<file path="config.mk">
export PLATFORM = sky130hd
export DESIGN_NAME = cycle_ctrl_flat
export DESIGN_NICKNAME = d
export VERILOG_FILES = /design/src/rtl/cycle_ctrl_pkg.sv /design/src/rtl/cycle_ctrl_if.sv /design/src/rtl/cycle_ctrl_evt_counter.sv /design/src/rtl/cycle_ctrl.sv /design/src/flat_wrapper.sv
export SDC_FILE = /design/constraint.sdc
export NUM_CORES = 1
export LEC_CHECK = 0
export BUFFER_PORTS_ARGS = -buffer_cell sky130_fd_sc_hd__buf_2
export CAP_MARGIN = 20
export CORE_AREA = 2 2 109 111
export DETAILED_ROUTE_END_ITERATION = 10
export DIE_AREA = 0 0 111 113
export GPL_TIMING_DRIVEN = 0
export SLEW_MARGIN = 40
export SYNTH_ARGS = -nofsm -noshare
export SYNTH_HDL_FRONTEND = slang
export SYNTH_SLANG_ARGS = --single-unit
</file>
<file path="constraint.sdc">
create_clock -name clk -period 3.25 [get_ports clk]
set_input_delay 0 -clock clk [delete_from_list [all_inputs] [get_ports clk]]
set_output_delay 0 -clock clk [all_outputs]
set_load 0.01 [all_outputs]
</file>
<file path="src/rtl/cycle_ctrl_pkg.sv">
// Shared types and defaults for the cycle_ctrl block.
// State encoding is fixed: software reads the state bits directly.
package cycle_ctrl_pkg;

   typedef enum logic [1:0] {
      IDLE  = 2'b00,
      RUN   = 2'b01,
      PAUSE = 2'b10,
      DONE  = 2'b11
   } state_t;

   localparam int unsigned CNT_W_DEF   = 16;
   localparam int unsigned NUM_EVT_DEF = 3;

endpackage

</file>
<file path="src/rtl/cycle_ctrl_if.sv">
// Control/status bundle for cycle_ctrl: the master drives start/stop/clear/limit/evt,
// the slave (cycle_ctrl) returns counts, state and flags.
interface cycle_ctrl_if
   import cycle_ctrl_pkg::*;
#(
   parameter int unsigned CNT_W   = CNT_W_DEF,
   parameter int unsigned NUM_EVT = NUM_EVT_DEF
) ();

   logic                     start;
   logic                     stop;
   logic                     clear;
   logic [CNT_W-1:0]         limit;
   logic [NUM_EVT-1:0]       evt;
   logic [CNT_W-1:0]         cycle;
   logic [NUM_EVT*CNT_W-1:0] evt_cnt;
   state_t                   state;
   logic                     done;
   logic                     done_pulse;
   logic [NUM_EVT:0]         ovf;

   modport master (
      output start, stop, clear, limit, evt,
      input  cycle, evt_cnt, state, done, done_pulse, ovf
   );

   modport slave (
      input  start, stop, clear, limit, evt,
      output cycle, evt_cnt, state, done, done_pulse, ovf
   );

endinterface

</file>
<file path="src/rtl/cycle_ctrl_evt_counter.sv">
// evt_counter: one counter with sticky overflow flag and synchronous clear.
// With CYCLE_CTRL_SAT_EN defined the count holds at all-ones, otherwise it wraps.
module evt_counter #(
   parameter int unsigned CNT_W = 16
) (
   input  logic             clk,
   input  logic             rst,
   input  logic             clr,
   input  logic             inc,
   output logic [CNT_W-1:0] cnt,
   output logic             ovf
);

   logic at_max;

   assign at_max = (cnt == '1);

   always_ff @(posedge clk or posedge rst) begin
      if (rst) begin
         cnt <= '0;
         ovf <= 1'b0;
      end else if (clr) begin
         cnt <= '0;
         ovf <= 1'b0;
      end else if (inc) begin
         if (at_max) begin
            ovf <= 1'b1;
`ifdef CYCLE_CTRL_SAT_EN
            cnt <= cnt;
`else
            cnt <= '0;
`endif
         end else begin
            cnt <= cnt + 1'b1;
         end
      end
   end

endmodule

</file>
<file path="src/rtl/cycle_ctrl.sv">
// cycle_ctrl: IDLE/RUN/PAUSE/DONE run controller with cycle and per-channel event counters.
// Define CYCLE_CTRL_SAT_EN to make every counter saturate instead of wrapping.
module cycle_ctrl
   import cycle_ctrl_pkg::*;
#(
   parameter int unsigned CNT_W   = CNT_W_DEF,
   parameter int unsigned NUM_EVT = NUM_EVT_DEF
) (
   input logic         clk,
   input logic         rst,
   cycle_ctrl_if.slave bus
);

   state_t                   st;
   logic                     done_r;
   logic                     done_pulse_r;
   logic [CNT_W-1:0]         cycle_w;
   logic [NUM_EVT*CNT_W-1:0] evt_cnt_w;
   logic [NUM_EVT:0]         ovf_w;
   logic                     in_run;
   logic                     lim_on;
   logic                     lim_low;
   logic                     lim_hit;
   logic                     cycle_inc;

   assign in_run  = (st == RUN);
   assign lim_on  = (bus.limit != '0);
   // lim_low covers a limit lowered below the count mid-run: finish without counting
   assign lim_low = lim_on && (bus.limit <= cycle_w);
   assign lim_hit = lim_on && ((cycle_w + CNT_W'(1)) == bus.limit);
   assign cycle_inc = in_run && !lim_low;

   evt_counter #(.CNT_W(CNT_W)) u_cycle (
      .clk (clk),
      .rst (rst),
      .clr (bus.clear),
      .inc (cycle_inc),
      .cnt (cycle_w),
      .ovf (ovf_w[0])
   );

   for (genvar i = 0; i < NUM_EVT; i++) begin : g_evt
      evt_counter #(.CNT_W(CNT_W)) u_evt (
         .clk (clk),
         .rst (rst),
         .clr (bus.clear),
         .inc (in_run && bus.evt[i]),
         .cnt (evt_cnt_w[i*CNT_W +: CNT_W]),
         .ovf (ovf_w[i+1])
      );
   end

   always_ff @(posedge clk or posedge rst) begin
      if (rst) begin
         st           <= IDLE;
         done_r       <= 1'b0;
         done_pulse_r <= 1'b0;
      end else begin
         done_pulse_r <= 1'b0;
         if (bus.clear) begin
            st     <= IDLE;
            done_r <= 1'b0;
         end else begin
            case (st)
               IDLE: begin
                  if (!bus.stop && bus.start) st <= RUN;
               end
               RUN: begin
                  // reaching the limit wins over a simultaneous stop
                  if (lim_low || lim_hit) begin
                     st           <= DONE;
                     done_r       <= 1'b1;
                     done_pulse_r <= 1'b1;
                  end else if (bus.stop) begin
                     st <= PAUSE;
                  end
               end
               PAUSE: begin
                  if (!bus.stop && bus.start) st <= RUN;
               end
               DONE: begin
                  st <= DONE;
               end
               default: st <= IDLE;
            endcase
         end
      end
   end

   assign bus.state      = st;
   assign bus.cycle      = cycle_w;
   assign bus.evt_cnt    = evt_cnt_w;
   assign bus.ovf        = ovf_w;
   assign bus.done       = done_r;
   assign bus.done_pulse = done_pulse_r;

endmodule

</file>
<file path="src/flat_wrapper.sv">
// flat-port wrapper written by rule: the top's interface ports become plain ports
module cycle_ctrl_flat import cycle_ctrl_pkg::*;
#(
   parameter int unsigned CNT_W   = CNT_W_DEF,
   parameter int unsigned NUM_EVT = NUM_EVT_DEF
)
  (clk, rst, bus_start, bus_stop, bus_clear, bus_limit, bus_evt, bus_cycle, bus_evt_cnt, bus_state, bus_done, bus_done_pulse, bus_ovf);
  cycle_ctrl_if #(.CNT_W(CNT_W), .NUM_EVT(NUM_EVT)) bus_i ();
  input logic clk;
  input logic rst;
  input wire logic [$bits(bus_i.start)-1:0] bus_start;
  input wire logic [$bits(bus_i.stop)-1:0] bus_stop;
  input wire logic [$bits(bus_i.clear)-1:0] bus_clear;
  input wire logic [$bits(bus_i.limit)-1:0] bus_limit;
  input wire logic [$bits(bus_i.evt)-1:0] bus_evt;
  output wire logic [$bits(bus_i.cycle)-1:0] bus_cycle;
  output wire logic [$bits(bus_i.evt_cnt)-1:0] bus_evt_cnt;
  output wire logic [$bits(bus_i.state)-1:0] bus_state;
  output wire logic [$bits(bus_i.done)-1:0] bus_done;
  output wire logic [$bits(bus_i.done_pulse)-1:0] bus_done_pulse;
  output wire logic [$bits(bus_i.ovf)-1:0] bus_ovf;
  assign bus_i.start = bus_start;
  assign bus_i.stop = bus_stop;
  assign bus_i.clear = bus_clear;
  assign bus_i.limit = bus_limit;
  assign bus_i.evt = bus_evt;
  assign bus_cycle = bus_i.cycle;
  assign bus_evt_cnt = bus_i.evt_cnt;
  assign bus_state = bus_i.state;
  assign bus_done = bus_i.done;
  assign bus_done_pulse = bus_i.done_pulse;
  assign bus_ovf = bus_i.ovf;
  cycle_ctrl #(.CNT_W(CNT_W), .NUM_EVT(NUM_EVT)) u_core (.clk(clk), .rst(rst), .bus(bus_i));
endmodule
</file>
Word level (Yosys, flattened, before mapping)
Cells that the tools add are included.

Add/sub/neg operators: 4. Magnitude comparators: 1. Equal/unequal tests: 10. Mux-type cells: 35. Reductions and logical operators: 29.

Operator list (number): 2-to-1 mux 16 bit (12); adder 16 x 1 -> 16 bit, second input constant (4); == test 16 bit, second input constant (4); nonzero test 2 bit (10); 2-to-1 mux 1 bit (18); == test 16 bit (1); <= comparator 16 bit (1); nonzero test 16 bit (1); AND reduction 2 bit (6); 2-to-1 mux 2 bit (4); logical AND 1 bit (7); one-hot mux 2 bit (3 select lines) (1); == test 2 bit, second input constant (2); inequality test 4 bit, second input constant (1); inequality test 3 x 1 -> 1 bit, second input constant (1); == test 2 x 1 -> 1 bit, second input constant (1); logical NOT 1 bit (2); logical NOT 2 bit (1); OR reduction 2 bit (1); logical OR 1 bit (1).

Register bits after elaboration: 72. Input bits: 24. Output and inout bits: 72. Logic and storage cells: 90.

Depth between registers and ports, before layout
Depth after elaboration: 7. Depth in mapped cells: 11. Gate-level depth less buffers: 9.

Hierarchy
A second synthesis with hierarchy kept.

Cell total of the unflattened synthesis: 524. Area, all modules: 5117.4 um^2.

By module, submodules not included: evt_counter (times used 4, cells each 92, area an instance 980.9 um^2); cycle_ctrl (times used 1, cells each 156, area an instance 1193.6 um^2).

Least setup slack after synthesis
No wires, ideal clock.

Path kind: reg2reg. Start: reg u_core.u_cycle.cnt[12]. End: reg u_core.u_cycle.cnt[9]. Library setup time: 0.096 ns. Arrival: 2.892 ns. Slack: 0.263 ns. Cell stages (with the launch flop): 12. Buffers on the path: 2. Clock period less this slack: 2.987 ns. Path through: dfrtp_1 -> clkbuf_1 -> inv_1 -> ha_1 -> nand4_2 -> or4_1 -> a21o_1 -> a31o_2 -> or2_4 -> buf_6 -> or4_1 -> o31ai_1.

Longest elaborated chain between the ends: 5. Elaborated cells on any way between the ends: 9.

Ends and longest elaborated chain: from (decl) (RTL line cycle_ctrl_evt_counter.sv:10) `output logic [CNT_W-1:0] cnt,`; from (signal assigned) (RTL line cycle_ctrl_evt_counter.sv:34) `cnt <= cnt + 1'b1;`; <= comparator 16 bit (RTL line cycle_ctrl.sv:29) `assign lim_low = lim_on && (bus.limit <= cycle_w);`; logical AND 1 bit (RTL line cycle_ctrl.sv:29); logical NOT 1 bit (RTL line cycle_ctrl.sv:31) `assign cycle_inc = in_run && !lim_low;`; logical AND 1 bit (RTL line cycle_ctrl.sv:31); nonzero test 2 bit (no source line).

Several ways; a longest one is shown, not always the timed one. The select of a mux whose other input is x is not followed. A chain may end at the register's enable or synchronous reset.

Worst setup path in the final report
Start: reg u_core.u_cycle.cnt[5]. End: reg u_core.u_cycle.cnt[11].

Longest elaborated chain between the ends: 5. Elaborated cells on any way between the ends: 10.

Ends and longest elaborated chain: parallel branches: the longest is 5 deep, another holds adder 16 x 1 -> 16 bit.

Several ways; the timed one is not identified. The select of a mux whose other input is x is not followed.

==> results.env <==
DOMINANTREGCELLSYNTH='dfrtp_1'
MIN-DELAY-START='bus_start'
POST_ROUTE_CELLS_DRIVE_ABOVE_1_SHARE_PCT=20.5
GRT_PASS1_VIAS=4168
CTS_TREE='built'
END_KIND='flip-flop'
INSERTION_DELAY_PS=330
ANTENNA_LEFT=0
CP_MAX_FO=10
CTS.HTREE.LEVELS=3
RSZ0062_AT_GRT='no'
CLOCK_TREE.BUFFER_DEPTH=2
OUTCOME='complete, no violations'
FINAL_NETS=677
YS_FF_LATCH=72
FLOORPLAN.ROWS=39
GPL.FINAL_WEIGHTED_CONGESTION=0.894
DRT-WIRELENGTH-PER-CELL_UM=15.8
TIMING.CRITICAL_PATH.FROM_TYPE='flip-flop'
ORDERED_LIST_OF_CELLS_ON_THE_WORST_PATH='buf_2 > inv_1 > ha_1 > nand4_1 > or4_1 > a21o_1 > a31o_2 > or2_4 > buf_6 > or4_1 > o31ai_1'
CLOCK_ROOT_CELL='clkbuf_16'
UNIQUE_MASTERS_POST_SYNTH=48
GRT_MAX_DEGREE=57
DRT_WL_TOTAL_MM=12.3
MOST_FREQUENT_CELL_ON_THE_CRITICAL_PATH='or4_1'
IR_WORST_VDD_mV=0.237
AREAL_POWER_DENSITY_OVER_THE_CELLS_mW_PER_MM2=394
GLOBALROUTEMET2UTIL_PCT=33.3
INITIAL_STANDARD_CELL_UTILIZATION_OF_THE_CORE_PCT=39.8
MAPPEDNETLISTNETS=566
FINAL.SETUP.WORST_SLACK_PS=216
PLACEMENT.IO_BUFFERS=95
WORSTHOLDENDPOINT='u_core.bus.state[1]'
TIMING_WORST_SETUP_PATH_TYPE='flip-flop to flip-flop'
RR_STARTPOINT='u_core.u_cycle.cnt[5]'
MAX_STAGE_DELAY_PS=480
ASYNC_RESET_FF_SHARE_PCT=100
DIE_HT_UM=113
GATE_COUNT_AFTER_TECHNOLOGY_MAPPING=522
PIN_COUNT=96
CRIT_PATH_START='u_core.u_cycle.cnt[5]'
SYNTH_ENABLE_FLOP_CELLS=0
MAX_FREQ_MHz=330
VIAS_PER_CELL=5.43
FINALNONFILLERCELLS=781
GRT_UTIL_MET1_PCT=27.5
MAX_SLEW.WORST_PIN.SLEW_PS=728
MAXCAPVIOLATIONS=0
DRV_SLEW=0
FLOORPLAN.CORE_AREA_SQ_MM=0.0113
DESIGN.DIE.AREA_SQ_MM=0.0125
SYNTH_SEQ_AREA_SHARE_PCT=40.2
SYNTH_AREA_PER_CELL_SQ_UM=8.60
FINALCRITICALPERIOD_PS=3030
PLACE_WS_PS=-12.4
NUMBER_OF_ANTENNA_VIOLATIONS_AT_THE_FIRST_CHECK_IN_GLOBAL_ROUTING=0
LAYER_WITH_THE_HIGHEST_USAGE='met2'
TIMING.FINAL.SETUP_VIOLATIONS=0
CP_DATA_REQUIRED_TIME_PS=3490
TOTAL_CONGESTION_OVERFLOW=0
TIMING.HOLD.WORST_PATH_DEPTH=4
DIE-WIDTH_UM=111
CTS.SINKS=72
MET3_GRT_UTIL_PCT=4.28
FINALCLOCKSKEW_PS=6.27
WIRE_LENGTH_OF_THE_FIRST_GLOBAL_ROUTING_PASS_MM=20.8
RR_ENDPOINT='u_core.u_cycle.cnt[11]'
YOSYS_WARNINGS=0
CRITICAL_PATH.SLOWEST_CELL='or4_1'
SYN_AREA_SQ_MM=0.00449
TRACK_USAGE_PCT=20.5
NUMBER_OF_BUFFERS_ADDED_BY_THE_CLOCK_TREE_SYNTHESIS_STEP=9
FINAL.PERIOD_UTILIZATION_PCT=93.3
DIODES=0
FF2FF_PATH_DEPTH=11
MIN-DELAY-PATH-CLASS='input pin to flip-flop'
AREA_DELTA_SYNTH_FINAL_PCT=23.8
DETAILEDPLACEMENTHPWL_MM=9.37
R2R_SETUP_SLACK_PS=220
HOLD_VIOLATIONS=0
VIA_COUNT=4242
DR.FIRST_ITER.DRC_COUNT=258
PLACED_CELLS=761
DR.PASS1.ITERS=5
LEAKAGEPOWER_nW=2.50
SLEW_HR_PCT=51.3
DRT_DRC_VIOLATIONS_LEFT=0
WORST_SETUP_HOLD_PATH_CLK_SLEW_PS=60
CRITICAL_PATH_ARRIVAL_PS=3270
[cell type report]
class	instances	area, sq um
clock buffers	10	229
flip-flops and latches	72	1810
fillers	1098	5720
repair buffers	102	563
multi-input cells	407	2510
inverters	24	95.1
clock inverters	6	83.8
well taps	143	179
plain buffers	17	90.1
[cells by family after synthesis]
family          share of synthesized area, %
simple gates                            25.6
mux                                    0.446
compound gates                          14.3
flops                                   40.2
xor+xnor                                9.76
fa+ha+maj                               5.58
buf+inv                                 4.18
[cells in the mapped netlist (6+ instances only)]
cell	number	share of area, %
o21ai_0	37	4.1
nor4_1	12	1.7
or3_1	12	1.7
nand2_1	51	4.3
and4_1	6	1.2
or4_1	8	1.3
dfrtp_1	72	40
and3_1	8	1.1
inv_1	24	2.0
clkbuf_1	10	0.84
nand4_1	15	2.1
a21oi_1	33	3.7
xnor2_1	25	4.9
nor2_1	55	4.6
o31ai_1	7	1.2
ha_1	20	5.6
nand3_1	28	3.1
nor3_1	18	2.0
xor2_1	25	4.9
[worst max-delay path, delay by kind of cell (launching register included)]
family | cells | cell delay (ps)
buffers and inverters | 3 | 440
AOI/OAI and AO/OA | 3 | 510
DFF | 1 | 350
adders and majority gates | 1 | 320
and+or+nand+nor | 4 | 1310
[where the power goes]
group          internal (mW)  total (mW)  switching, mW
registers              0.911       0.930         0.0181
clock network          0.669        1.05          0.377
logic                 0.0793       0.211          0.132
total                   1.66        2.19          0.527
[how the worst max path moves through the flow]
stage                        endpoint  slack, ps
2_1_floorplan   u_core.u_cycle.cnt[9]        260
3_3_place_gp   u_core.u_cycle.cnt[11]         -6
3_5_place_dp    u_core.u_cycle.cnt[9]        -10
4_1_cts         u_core.u_cycle.cnt[9]        140
5_1_grt         u_core.u_cycle.cnt[9]         50
6_report       u_core.u_cycle.cnt[11]        220
[cells in the final DEF (no fill, tap or decap), drive strengths merged, types with 2 or more instances in the layout]
cell         Yosys  final
buf              9    105
dfrtp           72     72
nor2            55     55
nand2           51     51
o21ai           38     38
a21oi           33     33
nand3           28     28
xor2            25     25
xnor2           25     25
inv             24     24
ha              20     20
nor3            18     18
clkbuf          10     18
nand4           16     16
or3             12     12
nor4            12     12
and3             8      8
or4              8      8
o31ai            7      7
and4             6      6
dlygate4sd3      0      6
nor2b            5      5
nand2b           5      5
a21o             4      4
clkinv           0      4
a31o             3      3
o21bai           3      3
a41o             2      2
a2111oi          2      2
o211ai           2      2
mux2i            2      2
a32o             2      2
a22o             2      2
a31oi            2      2
bufinv           0      2
[layer usage]
| metal | up-vias | routed length [um] |
|---|---|---|
| met2 | 123 | 5900 |
| li1 | 2096 | - |
| met3 | 17 | 633 |
| met5 | - | 0 |
| met1 | 2006 | 5580 |
| met4 | 0 | 209 |
[sequential cells by signal, indices dropped and copies added, names as in the netlist]
name                    flops
u_core.g_evt.u_evt.cnt     48
u_core.bus.done             1
u_core.g_evt.u_evt.ovf      3
u_core.bus.state            2
u_core.u_cycle.cnt         16
u_core.bus.done_pulse       1
u_core.u_cycle.ovf          1
[repair_timing]
item                                    in CTS  in global routing
setup buffers                                0                  0
hold buffers                                 6                  0
gates resized for setup                      0                  5
endpoints found under the setup margin       1                  4
endpoints found under the hold margin       77                  0
[per-stage QoR]
stage / util [%] / area, sq um / power (mW) / TNS (ps) / hold slack (ps)
final: 49.3 / 5560 / 2.19 / 0 / 94.1
after global routing: 49.3 / 5560 / 2.29 / 0 / 113
after CTS: 49.2 / 5550 / 2.21 / 0 / 75.9
after detailed placement: 45.9 / 5180 / 1.15 / -12.4 / -55.7
after global placement: 45.6 / 5140 / 1.14 / -7.66 / 302
after floorplan: - / 4490 / 1.06 / 0 / 159
Power figures use the tool's default switching activity.
